File: config.mk
export PLATFORM = sky130hd
export DESIGN_NAME = gate_tester
export DESIGN_NICKNAME = d
export VERILOG_FILES = /design/src/rtl/gate_tester_pkg.sv /design/src/rtl/gate_tester.sv
export SDC_FILE = /design/constraint.sdc
export NUM_CORES = 1
export LEC_CHECK = 0
export BUFFER_PORTS_ARGS = -buffer_cell sky130_fd_sc_hd__buf_2
export CORE_ASPECT_RATIO = 0.75
export CORE_UTILIZATION = 30
export DETAILED_ROUTE_END_ITERATION = 6
export GPL_ROUTABILITY_DRIVEN = 0
export HOLD_SLACK_MARGIN = 0.1
export PLACE_DENSITY = 0.61
export SYNTH_ARGS = -nofsm -noshare
export SYNTH_HDL_FRONTEND = slang
export SYNTH_SLANG_ARGS = --single-unit
File: constraint.sdc
create_clock -name i_clk -period 1.65 [get_ports i_clk]
set_input_delay 0.4125 -clock i_clk [delete_from_list [all_inputs] [get_ports i_clk]]
set_output_delay 0.4125 -clock i_clk [all_outputs]
set_load 0.02 [all_outputs]
File: src/rtl/gate_tester_pkg.sv
// Shared types and golden model for the two-input gate tester.
package gate_tester_pkg;

    typedef enum logic [1:0] {
        OP_AND  = 2'd0,
        OP_OR   = 2'd1,
        OP_NOR  = 2'd2,
        OP_NAND = 2'd3
    } op_t;

    typedef enum logic [1:0] {
        IDLE   = 2'd0,
        SETTLE = 2'd1,
        SAMPLE = 2'd2,
        DONE   = 2'd3
    } state_t;

    localparam int NUM_VECTORS = 4;

    // Golden output of the selected operation for inputs (a, b).
    function automatic logic expected(input op_t op, input logic a, input logic b);
        case (op)
            OP_AND:  return a & b;
            OP_OR:   return a | b;
            OP_NOR:  return ~(a | b);
            OP_NAND: return ~(a & b);
            default: return 1'b0;
        endcase
    endfunction

endpackage

File: src/rtl/gate_tester.sv
// Stimulus/response engine: walks a two-input gate through all four input
// vectors, samples its output after a settle delay and checks it against
// the golden truth table of the latched operation.
module gate_tester
    import gate_tester_pkg::*;
#(
    parameter int SETTLE_CYCLES = 2
) (
    input  logic       i_clk,
    input  logic       i_rst_n,
    input  logic       i_start,
    input  logic [1:0] i_op,
    output logic       o_a,
    output logic       o_b,
    input  logic       i_c,
    output logic       o_busy,
    output logic       o_done,
    output logic       o_pass,
    output logic [3:0] o_fail_mask,
    output logic [1:0] o_vec_idx
);

    // A zero settle time would sample on the same cycle the vector changes.
    if (SETTLE_CYCLES < 1) begin : g_bad_settle
        $error("gate_tester: SETTLE_CYCLES must be at least 1");
    end

    localparam int               CNT_W    = (SETTLE_CYCLES > 1) ? $clog2(SETTLE_CYCLES) : 1;
    localparam logic [CNT_W-1:0] CNT_LAST = CNT_W'(SETTLE_CYCLES - 1);
    localparam logic [1:0]       VEC_LAST = 2'(NUM_VECTORS - 1);

    state_t           state_q, state_d;
    op_t              op_q, op_d;
    logic [CNT_W-1:0] cnt_q, cnt_d;
    logic [1:0]       idx_d;
    logic [3:0]       mask_d;
    logic             pass_d;
    logic             miss;
    logic             drive;

    // Only the SAMPLE cycle looks at the gate output, so settle glitches never count.
    assign miss  = (i_c != expected(op_q, o_vec_idx[1], o_vec_idx[0]));
    assign drive = (state_d == SETTLE) || (state_d == SAMPLE);

    // Next-state and next-result logic; vector index and mask live in the output registers.
    always_comb begin
        state_d = state_q;
        op_d    = op_q;
        cnt_d   = cnt_q;
        idx_d   = o_vec_idx;
        mask_d  = o_fail_mask;
        pass_d  = o_pass;
        case (state_q)
            IDLE: begin
                if (i_start) begin
                    op_d    = op_t'(i_op);
                    cnt_d   = '0;
                    idx_d   = 2'd0;
                    mask_d  = 4'd0;
                    pass_d  = 1'b0;
                    state_d = SETTLE;
                end
            end
            SETTLE: begin
                cnt_d = cnt_q + 1'b1;
                if (cnt_q == CNT_LAST) begin
                    state_d = SAMPLE;
                end
            end
            SAMPLE: begin
                if (miss) begin
                    mask_d[o_vec_idx] = 1'b1;
                end
                cnt_d = '0;
                if (o_vec_idx == VEC_LAST) begin
                    // Verdict includes this final compare and is visible alongside o_done.
                    pass_d  = (mask_d == 4'd0);
                    state_d = DONE;
                end else begin
                    idx_d   = o_vec_idx + 2'd1;
                    state_d = SETTLE;
                end
            end
            DONE: begin
                idx_d   = 2'd0;
                state_d = IDLE;
            end
            default: begin
                state_d = IDLE;
            end
        endcase
    end

    // State, latched op and all outputs registered; gate drives are zero outside a test.
    always_ff @(posedge i_clk or negedge i_rst_n) begin
        if (!i_rst_n) begin
            state_q     <= IDLE;
            op_q        <= OP_AND;
            cnt_q       <= '0;
            o_vec_idx   <= 2'd0;
            o_fail_mask <= 4'd0;
            o_pass      <= 1'b0;
            o_a         <= 1'b0;
            o_b         <= 1'b0;
            o_busy      <= 1'b0;
            o_done      <= 1'b0;
        end else begin
            state_q     <= state_d;
            op_q        <= op_d;
            cnt_q       <= cnt_d;
            o_vec_idx   <= idx_d;
            o_fail_mask <= mask_d;
            o_pass      <= pass_d;
            o_a         <= drive & idx_d[1];
            o_b         <= drive & idx_d[0];
            o_busy      <= (state_d != IDLE);
            o_done      <= (state_d == DONE);
        end
    end

endmodule

==> metrics.md, run 1 <==
| Metric | Value |
|---|---|
| Outcome | finished, final reports clean |
| Synthesis-to-layout area growth | 17.9% |
| Area leader, netlist | dfrtp_1 |
| Vias post-DR | 487 |
| Detailed-placement wirelength estimate | 970 µm |
| Setup Crit Path Kind | register to register |
| Period minus WS final | 1570 ps |
| Number of DRC markers in iteration 0 | 8 |
| Met3 GRT Util | 6.14% |
| Total power | 1.53 mW |
| Leakage power figure | 0.442 nW |
| Crit path required time | 1830 ps |
| Synth area leaders | dfrtp_1, a32o_1, mux2_4 |
| IO Pins | 17 |
| Reg2reg start | state_q[0] |
| Final setup fails | 0 |
| CP Launch Type | register |
| Final Hold Vio Count | 0 |
| Pin count of the biggest net entering global routing | 17 |
| Gr usage total | 12.6% |
| Clock buffer depth | 2 |
| PortBufs | 16 |
| Fmax | 0.638 GHz |
| Total gr overflow | 0 |
| Vias in the first global route | 502 |
| Post-route design area | 840 µm² |
| Max Cap Viol | 0 |
| Met1 Resource Use GR | 16.5% |
| # fillers | 219 |
| Detail Route Antenna Nets | 0 |
| Core Box Area | 2120 µm² |
| Primary FF master, synth | dfrtp_1 |
| First-pass GRT wire length | 2260 µm |
| Max-slew violation count | 0 |
| Final worst-path cycle share | 95.0% |
| Die width | 58.3 µm |
| HP Start | i_op[0] |
| Distinct cells, synth | 27 |
| Wire per inst | 12.1 µm |
| Row count | 14 |
| GRT busiest layer | met2 |
| VDD IR-drop max | 0.667 mV |
| Setup TNS | 0 ps |
| Clock sink count | 16 |
| Worst-margin pin slew | 359 ps |
| Initial core utilization | 33.6% |
| Post-synth top area share | 56.2% |
| Die Area | 2570 µm² |
| CP max FO | 9 |
| Die H | 44.2 µm |
| Initial antenna violation count | 0 |
| Post-Syn Area | 712 µm² |
| Clock Skews | 1.80 ps |
| DRT Wirelength | 1320 µm |
| Avg Inst Size Synth | 11.9 µm² |
| Hold crit path type | input pin to register |
| CTS tree | built |
| Mean number of vias per cell | 4.47 |
| H-tree depth | 1 |
| CTS root buf | clkbuf_4 |
| RSZ-0062 raised after global routing | false |
| Crit path DAT | 1750 ps |
| Post-CTS setup repair buffer count | 0 |
| CTS Buf Count | 3 |
| Async set-or-reset flop fraction in the synthesized netlist | 100% |
| Syn. warnings | 0 |
| Cells after Synth | 60 |
| DRC | 0 |
| CP endpoint kind | register |
| Layout cell share with drive strength beyond 1 | 31.2% |
| Top cells by count, synth | dfrtp_1, nand2_1, inv_1 |
| Count leader, synth | dfrtp_1 |
| Pwr Density | 1820 nW/µm² |
| Slew HR | 76.1% |
| Mapped Nets | 68 |
| Post-synth EDFFs | 0 |
| Final nets | 87 |
| Antenna Diode Count | 0 |
| First-pass iteration count of the detailed router | 4 |
| Worst Setup SP | state_q[0] |
| CTS clk-pin slew, worst paths | 80 ps |
| Met2 GRT Util | 17.5% |
| Clk Latency, worst-skew pair | 280 ps |
| Seq/Total Area, Yosys | 56.2% |
| Post-DP Area | 806 µm² |
| Flops & latches, synth | 16 |
[critical path, cell delays in order, from the launching register on]
cell and delay [ps]:
dfrtp_1 480, or3b_1 580, and3b_4 270, and2_4 150
[layout make-up]
cell class | count | area, µm² | share of cell area, %
Multi-Input combinational cell | 36 | 267 | 31.7
Sequential cell | 16 | 402 | 47.8
Tap cell | 32 | 40.0 | 4.77
Inverter | 5 | 18.8 | 2.24
Timing Repair Buffer | 17 | 90.1 | 10.7
Clock buffer | 3 | 22.5 | 2.68
[kinds of logic (layout without fill, tap and decap cells)]
logic type,after synthesis,in the layout,synth area share (%)
flip-flops,16,16,56.2
AND/OR/NAND/NOR,19,19,15.3
XOR/XNOR,2,2,2.46
buffers and inverters,8,25,6.33
adder cells (fa/ha/maj),2,2,3.51
AO/OA/AOI/OAI,11,11,12.0
multiplexers,2,2,4.22
[timing repair]
item / 4_1_cts / 5_1_grt
hold buffers: 1 / 0
setup endpoints to repair: 0 / 1
gates resized for setup: 0 / 1
endpoints found under the hold margin: 16 / 0
[final timing paths]
path,cells after the start,end,slack (ps)
setup / recovery,3,o_a,80
min in group asynchronous,2,o_fail_mask[0],560
hold reg to reg,2,o_pass,530
hold / removal,2,op_q[0],360
max in group asynchronous,2,state_q[1],800
setup reg to reg,3,o_a,80
[per-stage QoR]
step	hold WS, ps	setup WS [ps]	util [%]	std cells
3_3_place_gp	351	124	38.0	105
6_report	359	82.4	39.6	109
3_5_place_dp	352	111	38.0	105
2_1_floorplan	117	153	-	60
5_1_grt	353	3.77	39.6	109
4_1_cts	350	101	39.6	109
[routing by layer]
layer	routed length (µm)	up-vias	share of wire [%]
met2	562	10	43
met3	66	5	5.0
met5	0	-	0
li1	-	241	-
met4	25	0	1.9
met1	661	231	50
[cells in the final DEF (no fill, tap or decap), drive strengths merged]
cell and count:
clkbuf 3, nand3b 1, mux2 2, buf 16, a32o 3, dlygate4sd3 1
or3b 1, o211ai 1, nand2b 1, nand4b 1, nand3 1, a22o 1
and3b 1, nor3 1, a211o 1, and2 1, a21o 1, nand2 7
a21oi 1, nor4 1, inv 5, a21boi 1, xor2 2, o21ai 2
ha 2, nor2 2, or2 1, dfrtp 16
[registers in the layout, summed over array words and instances (netlist names)]
signal	count
cnt_q	1
o_a	1
o_b	1
o_busy	1
o_done	1
o_fail_mask	4
o_pass	1
o_vec_idx	2
op_q	2
state_q	2
[where the power goes]
| group | switching [mW] | total (mW) | internal [mW] |
|---|---|---|---|
| Sequential | 0.151 | 0.693 | 0.542 |
| Combinational | 0.344 | 0.641 | 0.297 |
| Clock | 0.112 | 0.196 | 0.0849 |
Note: power is estimated with default switching activity, not from simulation.
==> run 2: changes to the inputs <==
==> constraint.sdc (replaced) <==
create_clock -name i_clk -period 1.65 [get_ports i_clk]
set_input_delay 0.0825 -clock i_clk [delete_from_list [all_inputs] [get_ports i_clk]]
set_output_delay 0.0825 -clock i_clk [all_outputs]
set_load 0.02 [all_outputs]
==> metrics.md, run 2 (same netlist as run 1, synthesis figures left out) <==
| Metric | Value |
|---|---|
| P_int | 0.924 mW |
| CP Launch Type | register |
| Seq pwr share | 44.8% |
| IO Pins | 17 |
| Largest register FFs | 4 |
| Final setup fails | 0 |
| Max-slew violation count | 0 |
| Clk Latency, worst-skew pair | 270 ps |
| Number of DRC markers in iteration 0 | 10 |
| Biggest register | o_fail_mask |
| Max Cap Viol | 0 |
| First-pass GRT wire length | 2130 µm |
| PortBufs | 16 |
| Switch share | 39.2% |
| Worst setup margin | 117 ps |
| Most frequent cells in the layout | dfrtp_1, buf_2, nand2_1 |
| Worst-margin pin slew | 356 ps |
| Vias post-DR | 513 |
| Outcome | finished, final reports clean |
| CP max stage cell | or3b_1 |
| Vias in the first global route | 468 |
| Clock buffer depth | 2 |
| Fmax | 0.652 GHz |
| Setup Crit Path Kind | register to register |
| DRC | 0 |
| Initial core utilization | 33.6% |
| Detailed-placement wirelength estimate | 935 µm |
| Crit path required time | 1820 ps |
| Clock Skews | 1.39 ps |
| Antenna Diode Count | 0 |
| CTS clk-pin slew, worst paths | 80 ps |
| Gr usage total | 11.4% |
| Total gr overflow | 0 |
| CP max FO | 11 |
| Detail Route Antenna Nets | 0 |
| Final Hold Vio Count | 0 |
| Crit path DAT | 1710 ps |
| DRT Wirelength | 1280 µm |
| Critical-path cell list | or3b_1 -> and3b_4 -> and2_4 |
| Pwr Density | 1770 nW/µm² |
| Max incr delay on CP | 540 ps |
| Core Box Area | 2120 µm² |
| CTS Buf Count | 3 |
| CTS tree | built |
| HP Start | i_start |
| Die H | 44.2 µm |
| Hold crit path type | input pin to register |
| Layout cell share with drive strength beyond 1 | 29.1% |
| Setup TNS | 0 ps |
| Slew HR | 76.3% |
| Reg2reg start | state_q[1] |
| Period minus WS final | 1530 ps |
| Final nets | 89 |
| Row count | 14 |
| Worst hold margin | 125 ps |
| Total net switching power | 0.595 mW |
| Worst Setup SP | state_q[1] |
| VDD IR-drop max | 0.727 mV |
| Clock sink count | 16 |
| Die width | 58.3 µm |
| Mean number of vias per cell | 4.62 |
| Pin count of the biggest net entering global routing | 17 |
| Final worst-path cycle share | 92.9% |
| Clock share of power | 12.7% |
| Synthesis-to-layout area growth | 20.6% |
| Initial antenna violation count | 0 |
| Leakage power figure | 0.451 nW |
| Pre-CTS WS | 125 ps |
| H-tree depth | 1 |
| Die Area | 2570 µm² |
| Combinational share of power | 42.4% |
| Wire per inst | 11.5 µm |
| RSZ-0062 raised after global routing | false |
| First-pass iteration count of the detailed router | 4 |
| CTS root buf | clkbuf_4 |
| CP endpoint kind | register |
-- run 2: cell count changes in the layout (fill, tap and decap cells not counted) --
cell           delta
dfrtp_1           +1
dfrtp_2           -1
dlygate4sd3_1     +2
-- run 2: what timing repair did --
action	4_1_cts	5_1_grt
endpoints found under the hold margin	18	0
gates resized for setup	0	0
setup buffers	0	0
hold buffers	3	0
-- run 2: power by group through the flow --
stage	logic, mW	registers, mW	clock network, mW
after floorplan	0.454	0.736	0
after global placement	0.644	0.685	0
after detailed placement	0.645	0.687	0
final	0.644	0.681	0.193
after global routing	0.711	0.704	0.226
after CTS	0.656	0.680	0.207
-- run 2: per-layer routing --
layer / vias to the layer above / share of wire (%) / GRT usage (%)
met5: - / 0 / 0
met4: 0 / 0.70 / 4.29
met3: 2 / 3.8 / 5.26
met2: 7 / 45 / 16.3
met1: 256 / 50 / 15.2
li1: 248 / - / -
-- run 2: critical path: cells and delay by family (launching register included) --
kind / cells / cell delay, ps
flip-flops: 1 / 490
AND/OR/NAND/NOR: 3 / 940
-- run 2: worst paths after layout --
kind                                        to  slack [ps]  depth (start not counted)
min in group asynchronous       o_fail_mask[3]         240                          2
worst min register to register          o_pass         520                          2
worst max register to register             o_a         120                          3
worst min-delay path              o_vec_idx[0]         130                          3
max in group asynchronous       o_fail_mask[2]        1150                          2
worst max-delay path                       o_a         120                          3
-- run 2: stage by stage --
stage | std cells | util, % | area [µm²] | power, mW
finish | 111 | 40.5 | 858 | 1.52
global placement | 105 | 38.0 | 806 | 1.33
global route | 111 | 40.5 | 858 | 1.64
CTS | 111 | 40.5 | 858 | 1.54
detailed placement | 105 | 38.0 | 806 | 1.33
floorplan | 60 | - | 712 | 1.19
-- run 2: cell type report --
class	instances	area (µm²)
fillers	208	1260
flip-flops and latches	16	400
multi-input cells	36	267
repair buffers	19	110
well taps	32	40.0
clock buffers	3	22.5
inverters	5	18.8
